<file path="src/rtl/bidir_sipo_rx.sv">
// bidir_sipo_rx: serial-in parallel-out receiver with per-word shift direction
//
// Parameters:
//   WIDTH       parallel word width (2..32)
// Ports:
//   clk         rising-edge clock
//   rst_n       asynchronous active-low reset
//   sin         serial data bit, sampled when sin_en=1
//   sin_en      bit strobe
//   dir         1 = MSB-first (left shift), 0 = LSB-first (right shift)
//   clr         synchronous clear of the partial word and overrun
//   q           assembled parallel word
//   q_valid     q holds an unconsumed word
//   q_ready     consumer accepts q on an edge where q_valid=1
//   busy        a partial word is in progress
//   overrun     sticky flag: a completed word was dropped
//   parity_err  (BIDIR_SIPO_RX_PARITY_EN only) XOR of data bits and parity bit
//
// Build option:
//   BIDIR_SIPO_RX_PARITY_EN  append an even-parity bit after every WIDTH data bits
module bidir_sipo_rx #(
    parameter int WIDTH = 4
) (
    input  logic             clk,
    input  logic             rst_n,
    input  logic             sin,
    input  logic             sin_en,
    input  logic             dir,
    input  logic             clr,
    input  logic             q_ready,
    output logic [WIDTH-1:0] q,
    output logic             q_valid,
    output logic             busy,
    output logic             overrun
`ifdef BIDIR_SIPO_RX_PARITY_EN
    ,
    output logic             parity_err
`endif
);

    localparam int CW = $clog2(WIDTH);

`ifdef BIDIR_SIPO_RX_PARITY_EN
    typedef enum logic [1:0] {IDLE, SHIFT, PAR} state_t;
`else
    typedef enum logic {IDLE, SHIFT} state_t;
`endif

    state_t           state;
    logic [CW-1:0]    cnt;
    logic [WIDTH-1:0] sr;
    logic             dir_l;
    logic             dsel;
    logic             last;
    logic             done;
    logic             accept;
    logic [WIDTH-1:0] nxt;
    logic [WIDTH-1:0] word;
`ifdef BIDIR_SIPO_RX_PARITY_EN
    logic             perr;
`endif

    assign busy = state != IDLE;

    always_comb begin
        // the first bit of a word uses the live dir; later bits use the latched copy
        dsel   = (state == IDLE) ? dir : dir_l;
        nxt    = dsel ? {sr[WIDTH-2:0], sin} : {sin, sr[WIDTH-1:1]};
        last   = cnt == CW'(WIDTH - 1);
        accept = !q_valid || q_ready;
`ifdef BIDIR_SIPO_RX_PARITY_EN
        done   = !clr && sin_en && (state == PAR);
        word   = sr;
        perr   = ^{sr, sin};
`else
        done   = !clr && sin_en && last;
        word   = nxt;
`endif
    end

    always_ff @(posedge clk or negedge rst_n) begin
        if (!rst_n) begin
            state      <= IDLE;
            cnt        <= '0;
            sr         <= '0;
            dir_l      <= 1'b0;
            q          <= '0;
            q_valid    <= 1'b0;
            overrun    <= 1'b0;
`ifdef BIDIR_SIPO_RX_PARITY_EN
            parity_err <= 1'b0;
`endif
        end else begin
            if (q_valid && q_ready)
                q_valid <= 1'b0;
            // a completing word either lands in q or is dropped and flagged
            if (done) begin
                if (accept) begin
                    q       <= word;
                    q_valid <= 1'b1;
`ifdef BIDIR_SIPO_RX_PARITY_EN
                    parity_err <= perr;
`endif
                end else begin
                    overrun <= 1'b1;
                end
            end
            if (clr) begin
                state   <= IDLE;
                cnt     <= '0;
                sr      <= '0;
                overrun <= 1'b0;
            end else if (sin_en) begin
`ifdef BIDIR_SIPO_RX_PARITY_EN
                if (state == PAR) begin
                    sr    <= '0;
                    state <= IDLE;
                end else
`endif
                begin
                    if (state == IDLE)
                        dir_l <= dir;
                    if (last) begin
                        cnt <= '0;
`ifdef BIDIR_SIPO_RX_PARITY_EN
                        sr    <= nxt;
                        state <= PAR;
`else
                        sr    <= '0;
                        state <= IDLE;
`endif
                    end else begin
                        sr    <= nxt;
                        cnt   <= cnt + CW'(1);
                        state <= SHIFT;
                    end
                end
            end
        end
    end

endmodule

</file>
<file path="config.mk">
export PLATFORM = sky130hd
export DESIGN_NAME = bidir_sipo_rx
export DESIGN_NICKNAME = d
export VERILOG_FILES = /design/src/rtl/bidir_sipo_rx.sv
export SDC_FILE = /design/constraint.sdc
export NUM_CORES = 1
export LEC_CHECK = 0
export CAP_MARGIN = 10
export CORE_MARGIN = 2
export CORE_UTILIZATION = 47
export DETAILED_ROUTE_END_ITERATION = 8
export PLACE_DENSITY = 0.75
export SLEW_MARGIN = 40
export SYNTH_ARGS = -nofsm -noshare
export SYNTH_HDL_FRONTEND = slang
export SYNTH_SLANG_ARGS = --single-unit
</file>
<file path="constraint.sdc">
create_clock -name clk -period 1.8 [get_ports clk]
set_input_delay 0.36 -clock clk [delete_from_list [all_inputs] [get_ports clk]]
set_output_delay 0.36 -clock clk [all_outputs]
set_load 0.02 [all_outputs]
</file>
Yosys cells after proc, flatten, opt, wreduce, memory -nomap -nowiden
Cells that the tools add are included.
{"block": "classes", "n_addsub": 1, "reduce_logical": 11, "n_eq_ne": 2, "n_mux": 17, "bitwise_logic": 1}
{"cell": "$mux W4", "n": 4}
{"cell": "$mux W1", "n": 10}
{"cell": "$mux W2", "n": 3}
{"cell": "$reduce_and A2 Y1", "n": 3}
{"cell": "$reduce_bool A2 Y1", "n": 2}
{"cell": "$logic_and A1 B1 Y1", "n": 3}
{"cell": "$add A2 B1 Y2 const B", "n": 1}
{"cell": "$eq A2 B2 Y1 const B", "n": 1}
{"cell": "$logic_not A1 Y1", "n": 2}
{"cell": "$ne A2 B2 Y1 const B", "n": 1}
{"cell": "$logic_or A1 B1 Y1", "n": 1}
{"cell": "$not A1 Y1", "n": 1}
{"block": "totals", "in_bits": 7, "elab_cells": 39, "out_inout_bits": 7, "reg_bits": 14}

Longest topological paths before layout
{"block": "depth", "word_depth": 5, "depth_mapped": 4, "depth_no_buf": 4}

Worst setup path before layout
Ideal clock, no wire load.
{"block": "synth_timing", "path_type": "register to register", "start": "reg state, in the netlist busy", "end": "reg q[1]", "t_required_ns": 1.675, "period_less_slack_ns": 1.347, "stages_incl_launch_ff": 4, "slack_ns": 0.453, "setup_time_ns": 0.125, "t_arrival_ns": 1.222, "path_cell_list": "dfrtp_1 -> mux2i_4 -> mux2i_1 -> mux2_4"}
{"block": "synth_between", "elab_chain_len": 2}
{"element": "from (decl)", "line_no": "49", "text": "state_t state;"}
{"element": "from (signal assigned)", "line_no": "83", "text": "state <= IDLE;"}
{"element": "from (signal assigned)", "line_no": "109", "text": "state <= IDLE;"}
{"element": "from (signal assigned)", "line_no": "130", "text": "state <= IDLE;"}
{"element": "$mux W1"}
{"element": "$mux W4", "line_no": "68", "text": "nxt = dsel ? {sr[WIDTH-2:0], sin} : {sin, sr[WIDTH-1:1]};"}
{"element": "to (signal assigned)", "line_no": "99", "text": "q <= word;"}
{"element": "to (decl)", "line_no": "31", "text": "output logic [WIDTH-1:0] q,"}
No other way between the ends.
A chain may end at the register's enable or synchronous reset.

Worst setup path after layout
{"block": "layout_timing", "start": "reg state, in the netlist busy", "end": "out busy"}
{"element": "to (decl)", "line_no": "33", "text": "output logic busy,"}
No word-level cell between the ends.

==> flow_summary.toml <==
[worst_setup_path]
crit_fanout = 3
reg2reg_depth = 4
r2r_end = "sr[2]$_DFFE_PN0P_"
critPathSlowestCell = "clkdlybuf4s50_1"
crit_family = "buffers and inverters"
reg2reg_slack_ns = 0.40
r2r_start = "cnt[0]$_DFFE_PN0P_"
crit_chain = "clkdlybuf4s50_1"
start_kind = "flop"
critPathKind = "reg2out"
end_kind = "output pin"
endpoint = "busy"
worstPathArrival_ns = 1.34
critical_path.max_stage_delay_ns = 0.63
crit_cells = 1
cp-startpoint = "busy$_DFFE_PN0P_"
timing.critical_path.buf_inv = 1
cp_data_required_time_ns = 1.44

[clock_network]
numClockSinks = 14
h-tree-depth = 1
post_cts_buffers = 0
numCtsBuffers = 3
cts.path.max_buffers = 2
clk_pin_slew_ns = 0.08
hold_buffers = 0
clock-root-buffer = "clkbuf_4"
cts_tree = "built"
post_cts_resize_count = 0
clkLatencyLatePin_ns = 0.28

[global_routing]
grt_use_total_pct = 15.3
grt_overflow = 0
grt_pass1_vias = 448
grt_antenna_before_repair = 0
grt_pass1_wl_mm = 1.96
grt_max_degree = 15

[placement]
io_buffers = 13
dp_hpwl_um = 898
globalplace.congestion = 0.809
place_ws_ns = 0.175

[floorplanning]
die_area_sq_um = 1720
die_w_um = 41.5
start_util_pct = 50.7
boundaryPins = 14
core_sq_um = 1300
num_rows = 13
die_h_um = 41.5

[final_layout]
fin_nets = 84
syn2layout_area_growth_pct = 28.8
fin_util_pct = 65.3
multi_input_area_sq_um = 279
num_antenna_cells = 0
fill_cells = 109
drive_gt1_share_pct = 16.2
regArea_sq_um = 350

[sta]
clock.fmax_mhz = 590
tns_ns = 0
slew_violations = 0
clock_skew_ns = 0.00365
maxSlewHeadroom_pct = 78.4
timing.final.crit_share_pct = 94.2
layout_min_cycle_time_ns = 1.70
hold_viol = 0
tightest_slew_ns = 0.324
setup-violations-final = 0
rsz0062_at_grt = "false"
fin_ws_ns = 0.104
whs_ns = 0.378

[logic_synthesis]
syn_area_per_cell_sq_um = 11.8
ys.flop_type = "dfrtp_1"
synth.most_common_cell = "dfrtp_1"
synth_warnings = 0
postSynth.asyncResetShare_pct = 100
synth_seq_cells = 14
synthCells = 56
ys_seq_area_share_pct = 53.1
ys_top_cells_by_area = "dfrtp_1, mux2i_1, mux2i_4"
synth-edff-count = 0
synth_common_cells = "dfrtp_1, mux2i_1, nor2_1"
synth_nets = 64
synth.cell_area_sq_um = 659
yosysTopAreaCell = "dfrtp_1"
synth_cell_type_count = 21
yosys.area.top_type_share_pct = 53.1

[hold_path]
hp-class = "in2async"

[route]
first_pass_iters = 4
drt_wl_total_mm = 1.15
dr_total_vias = 468
antenna_left = 0
first_iter_violations = 5
drc = 0
viasPerCell = 5.26
wire_per_inst_um = 12.9

[power]
pwr_density_cell_nw_per_um2 = 822
peakVddDrop_v = 0.000477
power_leakage_nw = 0.390

[run_status]
status = "finished clean"

[run]
drv_cap = 0
## routing by layer
metal  wire length (um)  GRT usage [%]  vias up  part of all wire, %
met5                  0              0        -                    0
met4                 26           9.68        0                  2.3
met3                 67           6.09        4                  5.8
met2                530           21.9       12                   46
met1                524           19.1      221                   46
li1                   -              -      231                    -
## per-stage QoR
step / std cells / cell area (sq um) / total power, mW
2_1_floorplan: 56 / 659 / 0.457
3_3_place_gp: 86 / 827 / 0.532
3_5_place_dp: 86 / 827 / 0.535
4_1_cts: 89 / 850 / 0.706
5_1_grt: 89 / 850 / 0.743
6_report: 89 / 850 / 0.698
## logic make-up (layout without fill, tap and decap cells)
group | Yosys count | count (layout) | synth area share, %
AOI/OAI and AO/OA | 8 | 8 | 8.54
adders and majority gates | 1 | 1 | 1.90
buffers and inverters | 7 | 25 | 4.55
DFF | 14 | 14 | 53.1
muxes | 11 | 11 | 19.4
and+or+nand+nor | 15 | 15 | 12.5
## where the power goes
group | total, mW | internal (mW) | switching, mW
clock network | 0.172 | 0.0776 | 0.0948
logic | 0.161 | 0.0829 | 0.0778
registers | 0.365 | 0.345 | 0.0200
total | 0.698 | 0.506 | 0.193
## how the worst min path moves through the flow
stage               cells after the start               from                end
floorplan                               0              rst_n   busy$_DFFE_PN0P_
global placement                        2  sr[3]$_DFFE_PN0P_  sr[3]$_DFFE_PN0P_
global route                            2              rst_n  sr[2]$_DFFE_PN0P_
detailed placement                      2  sr[3]$_DFFE_PN0P_  sr[3]$_DFFE_PN0P_
CTS                                     2              rst_n   q[2]$_DFFE_PN0P_
finish                                  2              rst_n  sr[2]$_DFFE_PN0P_
## area by class of cell
| cell class | count | share of cell area, % |
|---|---|---|
| Multi-Input combinational cell | 35 | 32.8 |
| Sequential cell | 14 | 41.2 |
| Timing Repair Buffer | 17 | 18.9 |
| Tap cell | 15 | 2.21 |
| Inverter | 5 | 2.21 |
| Clock buffer | 3 | 2.65 |
## cells in the final DEF, fill, tap and decap left out, types with 3 or more instances in the layout
cell type and n:
clkbuf_4 3, nor2_1 6, inv_1 5, clkdlybuf4s50_1 13, mux2i_1 9, buf_4 4
nand2_1 3, dfrtp_1 14
## sequential cells by signal, indices dropped and copies added (netlist names)
signal and count:
sr 4, q 4, cnt 2, dir_l 1
busy 1, q_valid 1, overrun 1
No activity file was read; power rests on OpenSTA's default activity.
